`config.mk`:
```
export PLATFORM = sky130hd
export DESIGN_NAME = clock_gen
export DESIGN_NICKNAME = d
export VERILOG_FILES = /design/src/rtl/clock_pkg.sv /design/src/rtl/clock_gen.sv
export SDC_FILE = /design/constraint.sdc
export NUM_CORES = 1
export LEC_CHECK = 0
export ABC_AREA = 1
export CORE_UTILIZATION = 55
export CTS_CLUSTER_SIZE = 16
export DETAILED_ROUTE_END_ITERATION = 8
export DONT_BUFFER_PORTS = 1
export MAX_ROUTING_LAYER = met4
export PLACE_DENSITY = 0.7
export SLEW_MARGIN = 5
export SYNTH_ARGS = -nofsm -noshare
export SYNTH_HDL_FRONTEND = slang
export SYNTH_SLANG_ARGS = --single-unit
```
`constraint.sdc`:
```
create_clock -name clk -period 3.12 [get_ports clk]
set_clock_uncertainty 0.1 [all_clocks]
set_input_delay 0.468 -clock clk [delete_from_list [all_inputs] [get_ports clk]]
set_output_delay 0.468 -clock clk [all_outputs]
set_load 0.05 [all_outputs]
```
`src/rtl/clock_pkg.sv`:
```
// clock_pkg: shared state type for the clock generator.
package clock_pkg;
  typedef enum logic {IDLE, RUN} clk_state_t;
endpackage

```
`src/rtl/clock_gen.sv`:
```
// clock_gen: divided clock with glitch-free start/stop, edge strobes and a rise counter.
module clock_gen
  import clock_pkg::*;
#(
  parameter int PERIOD = 10,
  parameter int CNT_W  = 32
) (
  input  logic             clk,
  input  logic             reset,
  input  logic             enable,
  output logic             clk_out,
  output logic             rise_tick,
  output logic             fall_tick,
  output logic [CNT_W-1:0] period_count,
  output logic             running
);
  localparam int HIGH = PERIOD / 2;
  localparam int LOW  = PERIOD - HIGH;
  localparam int PW   = $clog2(PERIOD);
  localparam logic [PW-1:0] LOW_P  = PW'(LOW);
  localparam logic [PW-1:0] LAST_P = PW'(PERIOD - 1);
  if (PERIOD < 2) begin : g_period_check
    $error("clock_gen: PERIOD must be at least 2");
  end
  clk_state_t state, state_n;
  logic [PW-1:0] phase, phase_n;
  logic out_n, rise_n, fall_n;
  always_comb begin
    state_n = state;
    phase_n = '0;
    out_n   = 1'b0;
    rise_n  = 1'b0;
    fall_n  = 1'b0;
    if (state == IDLE) begin
      state_n = enable ? RUN : IDLE;
    end else if (phase != LAST_P) begin
      phase_n = phase + PW'(1);
      out_n   = phase_n >= LOW_P;
      rise_n  = phase_n == LOW_P;
    end else begin
      // end of period: clk_out always falls here, stop only takes effect now
      state_n = enable ? RUN : IDLE;
      fall_n  = 1'b1;
    end
  end
  always_ff @(posedge clk) begin
    if (reset) begin
      state        <= IDLE;
      phase        <= '0;
      clk_out      <= 1'b0;
      rise_tick    <= 1'b0;
      fall_tick    <= 1'b0;
      period_count <= '0;
      running      <= 1'b0;
    end else begin
      state        <= state_n;
      phase        <= phase_n;
      clk_out      <= out_n;
      rise_tick    <= rise_n;
      fall_tick    <= fall_n;
      period_count <= period_count + CNT_W'(rise_n);
      running      <= state_n == RUN;
    end
  end
endmodule

```
==> results.toml, run 1 <==
[status]
outcome = "finished, final reports clean"

[place]
postPlaceCellArea_sq_mm = 0.00214
dp_hpwl_um = 3580
io_buffers = 0
gp_congestion = 0.878
dp_cells = 361

[yosys]
synth_adder_area_share = 0.0300
synthMuxAreaShare = 0
yosysWarnings = 0
synth.avg_cell_area_sq_um = 6.63
synth_xor_area_frac = 0.0294
postSynthCellCount = 315
seq_area_frac_synth = 0.383
netlist_area_sq_mm = 0.00209
ys_ff_latch = 40
synthSimpleGateAreaFrac = 0.413
syn_nets = 323
synth_top_family_by_area = "simple AND/OR/NAND/NOR gates"
synth.distinct_cells = 22
synth_compound_area_frac = 0.0707

[grt]
grt.overflow.total = 0
grt_util_all_layers = 0.270
grt_pass1_vias = 1832
grt_pass1_wl_um = 8180
antenna_found_initial = 0
grt_max_degree = 24

[pwr]
power_frac_clock = 0.380
p_seq_frac = 0.598
p_sw_mw = 0.189
intPower_mw = 0.670
ir_drop_uv = 242
switching_share = 0.220
leakagePower_nw = 0.814
power.density_mw_per_mm2 = 387
power_frac_comb = 0.023
fin_total_pwr_mw = 0.859

[critical_path]
critPathKind = "flop to flop"
crit_chain = "ha_1 -> or2_2 -> nand2_1 -> nand3_1 -> nor2_1 -> ha_1 -> nand3_1 -> nor2_2 -> nand2_1 -> nor2_1 -> nand2_1 -> nand2_1 -> nor2_1"
cp-end-kind = "flop"
r2r_slack_ns = 0.57
worst-endpoint-arrival_ns = 2.64
start_kind = "flop"
crit_path_top_delay_cell = "dfxtp_1"
cpLargestDelayFamily = "simple AND/OR/NAND/NOR gates"
worstPathRequired_ns = 3.21
cp_common_cell = "nand2_1"
crit_buf_inv = 0
crit_fanout = 5
critPathMaxStageDelay_ns = 0.34

[timing]
tightestPinTransition_ns = 0.677
fmax_mhz = 393
drv_slew = 0
min_period_over_period = 0.816
setup_violations = 0
hold_violations = 0
final.min_clock_period_ns = 2.55
grt_setup_unrepaired = "no"
relSlewSlack = 0.548
setup_tns_ns = 0

[layout]
multi_input_area_sq_mm = 0.00113
antenna_cells = 0
fill_cells = 347
regArea_sq_um = 801
drive_above_1_share = 0.0938
final_area_sq_mm = 0.00222
area_growth_pct = 6.41
layout_common_cells = "81 x nand2_1, 68 x nor2_1, 40 x dfxtp_1, 38 x inv_1, 18 x a21oi_1"
final_nets = 328
mostFrequentLayoutCell = "nand2_1"
stdcell_count = 368

[die]
fp.dieW_um = 63.6
initial_core_util = 0.570
design.die.area_sq_mm = 0.00405
row_count = 22
die-height_um = 63.6
io_pins = 39
core_sq_mm = 0.00366

[routing]
drtAntennaViolNets = 0
viasPerCell = 5.14
drc = 0
drtIter0Drc = 144
wl_um = 4740
wl_per_cell_um = 12.9
drt_pass1_iterations = 4
vias = 1893

[job]
drv_cap = 0

[clocking]
cts_resized = 0
numCtsBuffers = 5
cts.root.buffer_cell = "clkbuf_8"
cts_tree = "done"
cts.path.max_buffers = 2
ctsHtreeMaxLevel = 2
hold_buffers = 0
clk_latency_ns = 0.30
cts.clk_slew.worst_paths_ns = 0.08
cts.sinks = 40
post_cts_buffers = 0

[worst_hold_path]
hold_path.class = "input pin to flop"
==> registers in the layout, summed over array words and instances, names as in the netlist <==
| register | cells |
|---|---|
| phase | 4 |
| state | 1 |
| fall_tick | 1 |
| rise_tick | 1 |
| clk_out | 1 |
| period_count | 32 |
==> through the flow <==
stage | setup slack (ns) | utilization | hold slack, ns
after floorplan | 0.777 | - | 0.345
after global placement | 0.597 | 0.586 | 0.361
after detailed placement | 0.582 | 0.586 | 0.374
after CTS | 0.557 | 0.607 | 0.120
after global routing | 0.337 | 0.607 | 0.120
final | 0.574 | 0.607 | 0.134
==> kinds of logic (layout without fill, tap and decap cells) <==
group	after synthesis	after routing
xor+xnor	7	7
simple gates	194	194
fa+ha+maj	5	5
buf+inv	41	46
flops	40	40
compound gates	28	28
==> worst register-to-register path, stage by stage, from the launching register on <==
cell and delay (ns):
dfxtp_1 0.34, ha_1 0.21, or2_2 0.32, nand2_1 0.08, nand3_1 0.09, nor2_1 0.13, ha_1 0.20, nand3_1 0.19
nor2_2 0.31, nand2_1 0.08, nor2_1 0.19, nand2_1 0.08, nand2_1 0.08, nor2_1 0.04
==> area by class of cell <==
class,instances,area share
Clock buffer,6,0.0327
Multi-Input combinational cell,234,0.510
Tap cell,48,0.0270
Inverter,38,0.0642
Sequential cell,40,0.360
Clock inverter,1,0.00225
Timing Repair Buffer,1,0.00338
==> power groups by stage <==
| stage | Clock, mW | Combinational, mW | Sequential, mW |
|---|---|---|---|
| after global placement | 0 | 0.0195 | 0.525 |
| final | 0.326 | 0.0196 | 0.514 |
| after detailed placement | 0 | 0.0199 | 0.525 |
| after CTS | 0.338 | 0.0199 | 0.513 |
| after global routing | 0.354 | 0.0227 | 0.514 |
| after floorplan | 0 | 0.0148 | 0.529 |
==> metal layers <==
| metal | global-route usage | vias up | part of all wire |
|---|---|---|---|
| li1 | - | 985 | - |
| met1 | 0.301 | 857 | 0.43 |
| met2 | 0.453 | 46 | 0.51 |
| met3 | 0.0707 | 5 | 0.049 |
| met4 | 0.108 | 0 | 0.013 |
| met5 | - | - | 0 |
==> Yosys cell counts (all sizes together) <==
cell    number  share of area
a21oi       18          0.043
a31oi        2         0.0060
clkbuf       3         0.0054
dfxtp       40           0.38
ha           5          0.030
inv         38          0.068
nand2       89           0.17
nand3       16          0.041
nand4        5          0.015
nor2        81           0.18
nor3         2         0.0048
o21a         2         0.0072
o21ai        6          0.014
or2          1         0.0030
xnor2        2         0.0084
xor2         5          0.021
==> worst paths after layout <==
| path | start | to | depth (start not counted) |
|---|---|---|---|
| setup reg to reg | phase[0] | period_count[19] | 13 |
| setup / recovery | phase[0] | period_count[19] | 13 |
| hold reg to reg | phase[0] | phase[0] | 1 |
| hold / removal | reset | period_count[16] | 1 |
Power figures use the tool's default switching activity.
==> run 2: changes to the inputs <==
==> constraint.sdc (replaced) <==
create_clock -name clk -period 2.5 [get_ports clk]
set_clock_uncertainty 0.1 [all_clocks]
set_input_delay 0.375 -clock clk [delete_from_list [all_inputs] [get_ports clk]]
set_output_delay 0.375 -clock clk [all_outputs]
set_load 0.05 [all_outputs]
==> run 2 against run 1 <==
  * Die area unchanged
  * Routed wire length rose by 5.9%
  * Non-clock buffer count rose by 36
  * Count of clock-buffer cells in the layout decreased by 1
  * Power is 39% higher
  * Flip-flop and latch count did not move
  * Register-to-register slack lost 0.46 ns
  * Combinational power increased by 35%
  * Core utilization grew 10 points
  * Critical path depth up 1
  * Sequential share of layout area is 5.1 points lower
  * Setup slack got worse by 0.46 ns
  * Largest cell class unchanged
  * Largest power group unchanged
  * Highest routed layer unchanged
==> results.toml, run 2 (synthesis gave the netlist of run 1 again) <==
[layout]
layout_common_cells = "80 x nand2_1, 65 x nor2_1, 39 x dfxtp_1, 38 x inv_1, 37 x buf_4"
drive_above_1_share = 0.216
final_nets = 364
mostFrequentLayoutCell = "nand2_1"
top_regs = "period_count x32, phase x4"
antenna_cells = 0
fill_cells = 330
final_area_sq_mm = 0.00259
area_growth_pct = 24.1
largest_reg_flops = 32
top_register = "period_count"

[die]
core_sq_mm = 0.00366
fp.dieW_um = 63.6
row_count = 22
initial_core_util = 0.570
die-height_um = 63.6
design.die.area_sq_mm = 0.00405
io_pins = 39

[clocking]
cts.clk_slew.worst_paths_ns = 0.08
cts.root.buffer_cell = "clkbuf_8"
clk_latency_ns = 0.30
cts.sinks = 40
cts.path.max_buffers = 2
ctsHtreeMaxLevel = 2
numCtsBuffers = 5
cts_tree = "done"
hold_buffers = 0

[place]
gp_congestion = 0.875
io_buffers = 0
dp_slack_ns = 0.00218
postPlaceCellArea_sq_mm = 0.00238
dp_hpwl_um = 3830

[routing]
viasPerCell = 5.02
wl_per_cell_um = 12.4
drc = 0
drt_pass1_iterations = 4
wl_um = 5020
vias = 2032
drtIter0Drc = 169
drtAntennaViolNets = 0

[pwr]
power.density_mw_per_mm2 = 462
leakagePower_nw = 1.04
ir_drop_uv = 309

[critical_path]
worstPathRequired_ns = 2.60
start_kind = "flop"
critPathKind = "flop to flop"
crit_path_top_delay_cell = "dfxtp_2"
cp-end-kind = "flop"
worst-endpoint-arrival_ns = 2.49
crit_chain = "ha_2 -> or2_4 -> nand2_2 -> nand3_1 -> nor2_1 -> ha_2 -> ha_4 -> nand2_4 -> nor2_8 -> nand3_1 -> nor2_2 -> nand2_1 -> nand2_1 -> nor2_1"
critPathMaxStageDelay_ns = 0.33
crit_fanout = 6

[grt]
antenna_found_initial = 0
use_met3 = 0.0743
grt.overflow.total = 0
met2_usage = 0.483
grt_pass1_wl_um = 8650
grt_util_all_layers = 0.285
grt_pass1_vias = 1978
grt_max_degree = 24
use_met1 = 0.323
grt-busiest-layer = "met2"

[timing]
relSlewSlack = 0.619
grt_setup_unrepaired = "yes"
hold_violations = 0
fin_ws_ns = 0.113
final.min_clock_period_ns = 2.39
drv_slew = 0
setup_violations = 0
min_period_over_period = 0.955
tightestPinTransition_ns = 0.570
fmax_mhz = 419

[worst_hold_path]
hold_path.class = "input pin to flop"

[job]
drv_cap = 0

[status]
outcome = "finished, final reports clean"
## run 2: cell count changes in the layout (fill, tap and decap cells not counted), sizes merged
cell / previous run / this run
buf: 1 / 37
bufinv: 0 / 1
clkbuf: 6 / 5
clkinvlp: 0 / 1
## run 2: final timing paths
kind / startpoint / slack [ns] / cells past startpoint / to
setup / recovery: phase[1] / 0.11 / 14 / period_count[20]
hold / removal: reset / 0.04 / 1 / period_count[5]
setup reg to reg: phase[1] / 0.11 / 14 / period_count[20]
hold reg to reg: period_count[27] / 0.38 / 2 / period_count[27]
## run 2: final cells by class
class	instances	area (sq um)	area share
clock buffer	5	68.8	0.0265
clock inverter	3	42.5	0.0164
inverter	38	143	0.0550
multi-input combinational	234	1200	0.462
sequential	40	802	0.309
tap	48	60.1	0.0232
timing repair buffer	37	278	0.107
## run 2: repair_timing
item | 4_1_cts | 5_1_grt
resized for setup | 2 | 14
endpoints found under the setup margin | 2 | 18
buffers inserted | 0 | 4
pin swaps | 0 | 7
## run 2: critical path, delay by kind of cell, from the launching register on
kind | cells | cell delay, ns
simple gates | 11 | 1.31
fa+ha+maj | 3 | 0.55
flops | 1 | 0.33
## run 2: metal layers
metal | share of wire | vias up | routed length (um)
met5 | 0 | - | 0
met4 | 0.020 | 0 | 101
met3 | 0.041 | 11 | 205
met2 | 0.50 | 43 | 2520
met1 | 0.44 | 919 | 2190
li1 | - | 1059 | -
## run 2: report_power, final
part / total, mW / leakage, nW / internal (mW) / switching (mW)
registers: 0.640 / 0.323 / 0.639 / 0.00158
clock network: 0.530 / 0.0541 / 0.295 / 0.234
logic: 0.0264 / 0.667 / 0.00850 / 0.0179
total: 1.20 / 1.04 / 0.943 / 0.254
## run 2: stage by stage
stage               std cells  hold slack [ns]  utilization  power (mW)  TNS (ns)
floorplan                 315            0.345            -       0.679         0
global placement          393            0.348        0.651       0.681         0
detailed placement        393            0.349        0.651       0.682         0
CTS                       401           0.0310        0.683        1.21         0
global route              405           0.0198        0.708        1.24    -0.120
finish                    405           0.0350        0.708        1.20         0
